$ cat src/rtl/gray_counter_pkg.sv
// Shared Gray-code helpers used by the counter (encode side) and the matching decoder.
// Functions work on a fixed maximum width; callers zero-extend and truncate to their own width.
package gray_counter_pkg;

  localparam int unsigned CODE_MAX_W = 32;

  function automatic logic [CODE_MAX_W-1:0] bin2gray(input logic [CODE_MAX_W-1:0] b);
    return b ^ (b >> 1);
  endfunction

  // Upper zero bits leave the prefix XOR untouched, so truncation yields the narrow result.
  function automatic logic [CODE_MAX_W-1:0] gray2bin(input logic [CODE_MAX_W-1:0] g);
    logic [CODE_MAX_W-1:0] b;
    b[CODE_MAX_W-1] = g[CODE_MAX_W-1];
    for (int i = CODE_MAX_W - 2; i >= 0; i--) begin
      b[i] = b[i+1] ^ g[i];
    end
    return b;
  endfunction

endpackage

$ cat src/rtl/gray_counter_bin_to_gray.sv
// Combinational WIDTH-bit binary-to-Gray encoder wrapping the package function.
module bin_to_gray
  import gray_counter_pkg::*;
#(
  parameter int WIDTH = 4
) (
  input  logic [WIDTH-1:0] bin_i,
  output logic [WIDTH-1:0] gray_o
);

  assign gray_o = WIDTH'(bin2gray(CODE_MAX_W'(bin_i)));

endmodule

$ cat src/rtl/gray_counter.sv
// Up/down binary counter with registered, always-coherent Gray code and wrap/step pulses.
module gray_counter
  import gray_counter_pkg::*;
#(
  parameter int          WIDTH     = 4,
  parameter int unsigned RESET_VAL = 0
) (
  input  logic             clk,
  input  logic             rst_n,
  input  logic             clr,
  input  logic             load,
  input  logic [WIDTH-1:0] load_bin,
  input  logic             en,
  input  logic             up_dn,
  output logic [WIDTH-1:0] binary,
  output logic [WIDTH-1:0] gray,
  output logic             wrap,
  output logic             step
);

  localparam logic [WIDTH-1:0] RST_BIN  = WIDTH'(RESET_VAL);
  localparam logic [WIDTH-1:0] RST_GRAY = WIDTH'(bin2gray(CODE_MAX_W'(RST_BIN)));

  logic [WIDTH-1:0] bin_q, bin_d;
  logic [WIDTH-1:0] gray_q, gray_d;
  logic             wrap_q, wrap_d;
  logic             step_q, step_d;

  always_comb begin
    bin_d  = bin_q;
    wrap_d = 1'b0;
    step_d = 1'b0;
    if (clr) begin
      bin_d = RST_BIN;
    end else if (load) begin
      bin_d = load_bin;
    end else if (en) begin
      step_d = 1'b1;
      if (up_dn) begin
        bin_d  = bin_q + 1'b1;
        wrap_d = (bin_q == '1);
      end else begin
        bin_d  = bin_q - 1'b1;
        wrap_d = (bin_q == '0);
      end
    end
  end

  // Gray is encoded from the next binary value so both registers update on the same edge.
  bin_to_gray #(.WIDTH(WIDTH)) u_enc (
    .bin_i  (bin_d),
    .gray_o (gray_d)
  );

  always_ff @(posedge clk or negedge rst_n) begin
    if (!rst_n) begin
      bin_q  <= RST_BIN;
      gray_q <= RST_GRAY;
      wrap_q <= 1'b0;
      step_q <= 1'b0;
    end else begin
      bin_q  <= bin_d;
      gray_q <= gray_d;
      wrap_q <= wrap_d;
      step_q <= step_d;
    end
  end

  assign binary = bin_q;
  assign gray   = gray_q;
  assign wrap   = wrap_q;
  assign step   = step_q;

endmodule

$ cat config.mk
export PLATFORM = sky130hd
export DESIGN_NAME = gray_counter
export DESIGN_NICKNAME = d
export VERILOG_FILES = /design/src/rtl/gray_counter_pkg.sv /design/src/rtl/gray_counter_bin_to_gray.sv /design/src/rtl/gray_counter.sv
export SDC_FILE = /design/constraint.sdc
export NUM_CORES = 1
export LEC_CHECK = 0
export CELL_PAD_IN_SITES_DETAIL_PLACEMENT = 1
export CELL_PAD_IN_SITES_GLOBAL_PLACEMENT = 1
export CORE_MARGIN = 1
export CORE_UTILIZATION = 25
export DETAILED_ROUTE_END_ITERATION = 12
export HOLD_SLACK_MARGIN = 0.02
export PLACE_DENSITY_LB_ADDON = 0.1
export SKIP_CTS_REPAIR_TIMING = 1
export SYNTH_ARGS = -nofsm -noshare
export SYNTH_HDL_FRONTEND = slang
export SYNTH_SLANG_ARGS = --single-unit
export TNS_END_PERCENT = 20
$ cat constraint.sdc
create_clock -name clk -period 6.15 [get_ports clk]
set_clock_uncertainty 0.2 [all_clocks]
set_input_delay 1.845 -clock clk [delete_from_list [all_inputs] [get_ports clk]]
set_output_delay 1.845 -clock clk [all_outputs]
set_load 0.02 [all_outputs]
==> results of run 1 <==
[sequential cells by signal, summed over array words and instances, names as in the netlist]
name,count
wrap,1
step,1
gray,3
binary,4
[through the flow]
step | hold slack, ps | power [uW] | utilization | cell area (um2) | cells
floorplan | 474 | 103 | - | 567 | 54
global placement | 434 | 127 | 0.378 | 772 | 97
detailed placement | 421 | 128 | 0.378 | 772 | 97
CTS | 441 | 176 | 0.391 | 798 | 101
global route | 484 | 183 | 0.391 | 798 | 101
finish | 440 | 173 | 0.391 | 798 | 101
[logic make-up (layout without fill, tap and decap cells)]
logic type / count (synthesis) / in the layout / synth area share
xor+xnor: 4 / 4 / 0.0618
buf+inv: 8 / 28 / 0.0662
compound gates: 10 / 10 / 0.137
mux: 3 / 3 / 0.0618
fa+ha+maj: 3 / 3 / 0.0795
flops: 9 / 9 / 0.397
simple gates: 17 / 17 / 0.196
[layer usage]
metal,wire [um],up-vias
met4,25,0
met5,0,-
met1,584,230
met2,667,14
met3,37,2
li1,-,231
[layout make-up]
class	count	share of cell area
repair buffers	19	0.238
clock buffers	4	0.0329
well taps	27	0.0423
multi-input cells	37	0.381
inverters	5	0.0235
flip-flops and latches	9	0.282
[worst reg2reg max path, stage by stage (launching register included)]
cell      delay (ps)
dfrtp_1          480
inv_1            100
fa_1             410
xnor2_1          140
a211oi_1         320
nor3_1           160
mux2_4           290
[cell usage in the layout (no fill, tap or decap), drive strengths merged]
| cell | netlist | routed |
|---|---|---|
| clkdlybuf4s50 | 0 | 19 |
| dfrtp | 9 | 9 |
| inv | 5 | 5 |
| clkbuf | 1 | 4 |
| xnor2 | 3 | 3 |
| nand3 | 3 | 3 |
| nor2b | 2 | 2 |
| mux2i | 2 | 2 |
| nor2 | 2 | 2 |
| nor3b | 2 | 2 |
| ha | 2 | 2 |
| a211oi | 1 | 1 |
| nor3 | 1 | 1 |
| nand2b | 1 | 1 |
| o211ai | 1 | 1 |
| xor2 | 1 | 1 |
| a21oi | 1 | 1 |
| nor4bb | 1 | 1 |
| o2bb2ai | 1 | 1 |
| a21o | 1 | 1 |
| or4b | 1 | 1 |
| nand3b | 1 | 1 |
| a221o | 1 | 1 |
| a22oi | 1 | 1 |
| a31oi | 1 | 1 |
| o21ba | 1 | 1 |
| mux2 | 1 | 1 |
| and3 | 1 | 1 |
| nor4 | 1 | 1 |
| nand2 | 1 | 1 |
| a21boi | 1 | 1 |
| fa | 1 | 1 |
[where the power goes]
part	internal [uW]	switching (uW)	total [uW]
registers	65.0	5.10	70.1
clock network	25.1	22.1	47.2
logic	29.0	26.6	55.5
total	119	53.7	173
[worst min path at each step]
stage                    from  endpoint  slack (ps)  cells past startpoint
floorplan           binary[1]      wrap         470                      2
global placement    binary[1]      wrap         430                      2
detailed placement  binary[1]      wrap         420                      2
CTS                 binary[1]      wrap         440                      2
global route        binary[1]      wrap         480                      2
finish              binary[1]      wrap         440                      2
==> summary.txt, run 1 <==
Floorplan
  – # rows: 16
  – IO Pins: 20
  – Die Wd: between 40 and 50 um
  – Area of the die: 2460 um2
  – Initial Util: 0.278
  – Die H: between 40 and 50 um
  – Core area: 2040 um2

Critical path
  – CP endpoint kind: register
  – RR Endpoint: gray[2]
  – Crit path DAT: roughly 3900 ps
  – Crit path launch: up_dn
  – Critical path, cell by cell: clkdlybuf4s50_1, inv_1, ha_1, xnor2_1, a211oi_1, nor3_1, mux2_4
  – CP required: between 6000 and 7000 ps
  – Largest stage delay on the critical path: roughly 640 ps
  – Crit path depth: 7
  – WP buf/inv: 2
  – Reg-to-reg setup timing slack: roughly 4000 ps
  – Critical path class: input port to register
  – Worst reg2reg path startpoint: binary[0]
  – CP Launch Type: input port
  – CP Max Fanout: 8
  – Critical Path Sink: gray[2]
  – CP max-delay cell: clkdlybuf4s50_1
  – R2R depth: 6
  – CP top delay family: buffers and inverters

GRT
  – Global routing's busiest layer: met2
  – Number of global-route vias before repair: slightly above 500
  – Initial antenna violation count: 0
  – First-pass GRT wire length: between 2 and 2.5 mm
  – GRT Total Usage: 0.123
  – Gr ovfl total: 0
  – Routing usage on met2: 0.214
  – Largest net degree at the start of global routing: 13
  – Grt met3 use: 0.0123
  – Met1 Usage GRT: 0.139

Final layout
  – Layout cells sized above 1: 0.0946
  – Fin nets: 88
  – Register Area: approximately 230 um2
  – Layout overhead on the synthesized area: 40.8%
  – Fill cells: 242
  – # diodes: 0
  – Area of the multi-input gates: 304 um2

Clock tree
  – CTS Sinks: 9
  – CTS Buffer Depth: 2
  – H-Tree Depth: 1
  – Clock latency on the worst-skew pair: 260 ps
  – CTS buffer count: 3
  – CTS tree: yes
  – Root buf cell: clkbuf_4
  – Reg clk slew, reported paths: 60 ps

STA
  – Min Tclk post-route: roughly 4000 ps
  – Final WS setup: 2230 ps
  – Fmax: between 0.2 and 0.3 GHz
  – Period Utilization, post-route: 0.637
  – Unrepaired setup endpoints after global routing: false
  – Max-slew violations: 0
  – Measured slew at the worst slew-check pin: 461 ps
  – Final setup TNS: 0 ps
  – Max-slew headroom: 0.690
  – Final setup vio count: 0
  – Final Hold Fails: 0

Pwr
  – Power per Cell Area: 216 nW/um2
  – Leak: 0.000345 uW
  – Worst-case vdd ir drop: ~80 uV

Detailed routing
  – Drt total wl: ~1.3 mm
  – Vias/cell: roughly 4.7
  – DRT Pass-1 Iters: 2
  – Initial detailed-routing violation count: 4
  – Post-route ant nets: 0
  – DRC: 0
  – Wire per inst: about 13 um
  – Via Count: 477

Placed design
  – Hpwl dp: about 1.0 mm
  – IO buf count: 19
  – Worst slack at placement: about 1900 ps
  – Routability congestion estimate: roughly 0.72

Yosys
  – Ranking of synthesized cells by area: dfrtp_1, xnor2_1, ha_1
  – Post-synthesis sequential area ratio: 0.397
  – Ys Warns: 0
  – Unique masters post-synth: 33
  – Post-Syn Instances: 54
  – Post-synth EDFFs: 0
  – Largest area contributor in the netlist: dfrtp_1
  – Post-synth ARST share: 1.00
  – Top cell type's share of synthesized area: 0.397
  – Post-synth top cells: dfrtp_1, inv_1, xnor2_1
  – Mapped Area: between 500 and 600 um2
  – Syn_area_per_cell: 10.5 um2
  – Synth Flop Type: dfrtp_1
  – Register bit count reported by yosys: 9
  – Mapped Nets: 67
  – Most frequent cell after synthesis: dfrtp_1

Hold path
  – Min-delay worst type: register to register

Outcome
  – Status: finished clean

Run
  – Max-cap check violation count: 0
Power figures use the tool's default switching activity.
==> run 2, diff against run 1 <==
==> constraint.sdc (replaced) <==
create_clock -name clk -period 3.95 [get_ports clk]
set_clock_uncertainty 0.2 [all_clocks]
set_input_delay 1.185 -clock clk [delete_from_list [all_inputs] [get_ports clk]]
set_output_delay 1.185 -clock clk [all_outputs]
set_load 0.02 [all_outputs]
==> run 2 against run 1 <==
Effect of this change: die area stayed put; critical path type unchanged; cell count is 0.99% higher; setup slack worse by 1500 ps; combinational power is 58% higher; first-iteration DRC count is 50% lower; via count is 2.5% higher.
==> summary.txt, run 2 (synthesis results as in run 1) <==
Critical path
  – Worst reg2reg path startpoint: binary[0]
  – R2R depth: 6
  – CP max-delay cell: clkdlybuf4s50_1
  – Reg-to-reg setup timing slack: roughly 1800 ps
  – Critical path, cell by cell: clkdlybuf4s50_1, inv_1, ha_1, a21o_1, a221o_1, nand3_2, mux2_4
  – Critical path class: input port to register
  – CP Launch Type: input port
  – Crit path DAT: between 3000 and 4000 ps
  – RR Endpoint: gray[2]
  – Largest stage delay on the critical path: 620 ps
  – CP top delay family: buffers and inverters
  – CP required: 3890 ps
  – WP buf/inv: 2
  – CP Max Fanout: 8
  – CP endpoint kind: register

Final layout
  – # diodes: 0
  – Layout cells sized above 1: 0.107
  – Area of the multi-input gates: ~300 um2
  – Layout overhead on the synthesized area: 42.2%
  – Register Area: 225 um2
  – Max FFs per register: 4
  – Fin nets: 89
  – Fill cells: approximately 250
  – Most common cell after layout, fill and taps aside: clkdlybuf4s50_1
  – Most frequent cells in the layout: clkdlybuf4s50_1, dfrtp_1, inv_1

Detailed routing
  – Wire per inst: ~13 um
  – Post-route ant nets: 0
  – DRC: 0
  – Vias/cell: around 4.8
  – Initial detailed-routing violation count: 2
  – Via Count: ~490
  – DRT Pass-1 Iters: 2
  – Drt total wl: roughly 1.3 mm

Clock tree
  – CTS Buffer Depth: 2
  – Clock latency on the worst-skew pair: between 200 and 300 ps
  – CTS buffer count: 3
  – Root buf cell: clkbuf_4
  – CTS Sinks: 9
  – Reg clk slew, reported paths: 60 ps
  – H-Tree Depth: 1
  – CTS tree: yes

Placed design
  – Hpwl dp: 1.05 mm
  – Routability congestion estimate: slightly above 0.8
  – IO buf count: 19

Pwr
  – Power per Cell Area: between 300 and 400 nW/um2
  – Leak: around 0.00035 uW
  – Worst-case vdd ir drop: between 100 and 150 uV
  – Pwr Total: approximately 260 uW

GRT
  – Largest net degree at the start of global routing: 12
  – Initial antenna violation count: 0
  – First-pass GRT wire length: 2.21 mm
  – GRT Total Usage: 0.125
  – Number of global-route vias before repair: slightly below 500
  – Gr ovfl total: 0

Hold path
  – Min-delay worst type: register to register
  – WHS Path Cells: 2
  – Hold Crit Endpoint: wrap
  – Hold Path Origin: binary[1]

Run
  – Max-cap check violation count: 0

STA
  – Max-slew violations: 0
  – Final Hold Fails: 0
  – Max-slew headroom: 0.739
  – Period Utilization, post-route: 0.817
  – Measured slew at the worst slew-check pin: between 300 and 400 ps
  – Fmax: 0.310 GHz
  – Min Tclk post-route: roughly 3200 ps
  – Final setup vio count: 0
  – Unrepaired setup endpoints after global routing: false
  – Final setup TNS: 0 ps

Floorplan
  – Die H: approximately 50 um
  – IO Pins: 20
  – Die Wd: a little under 50 um
  – Initial Util: 0.278
  – Area of the die: ~2500 um2
  – # rows: 16
  – Core area: between 2000 and 2500 um2

Outcome
  – Status: finished clean
run 2: cell types whose count changed in the layout (fill, tap and decap cells not counted), sizes merged:
cell  before  now
buf        0    1
run 2: metal layers:
metal / up-vias / GRT usage / routed length (um)
met1: 243 / 0.144 / 583
met4: 0 / 0.0714 / 14
met5: - / 0 / 0
met3: 2 / 0.0309 / 45
li1: 232 / - / -
met2: 12 / 0.207 / 689
run 2: how the worst max path moves through the flow:
| stage | startpoint | to | slack (ps) | cells past startpoint |
|---|---|---|---|---|
| 2_1_floorplan | en | gray[2] | 1210 | 5 |
| 3_3_place_gp | up_dn | gray[2] | 490 | 7 |
| 3_5_place_dp | up_dn | gray[2] | 450 | 7 |
| 4_1_cts | up_dn | gray[2] | 730 | 7 |
| 5_1_grt | up_dn | gray[2] | 600 | 7 |
| 6_report | up_dn | gray[2] | 720 | 7 |
run 2: final cells by class:
type / instances / share of cell area
well taps: 27 / 0.0419
multi-input cells: 37 / 0.377
flip-flops and latches: 9 / 0.280
inverters: 5 / 0.0233
clock buffers: 4 / 0.0326
repair buffers: 20 / 0.245
run 2: through the flow:
stage                     std cells  hold slack, ps  setup WS (ps)   util  cell area, um2
after floorplan                  54             474           1210      -             567
after global placement           98             431            488  0.382             779
after detailed placement         98             428            455  0.382             779
after CTS                       102             448            730  0.395             806
after global routing            102             480            601  0.395             806
final                           102             440            721  0.395             806
run 2: where the power goes:
part	switching (uW)	internal, uW	total, uW
Clock	29.1	38.7	67.8
Combinational	41.6	46.0	87.6
Sequential	8.05	101	109
run 2: tightest hold or removal path, cell delays in order (launching register included):
cell and delay (ps):
dfrtp_1 420, nand3_1 100, a21boi_0 80
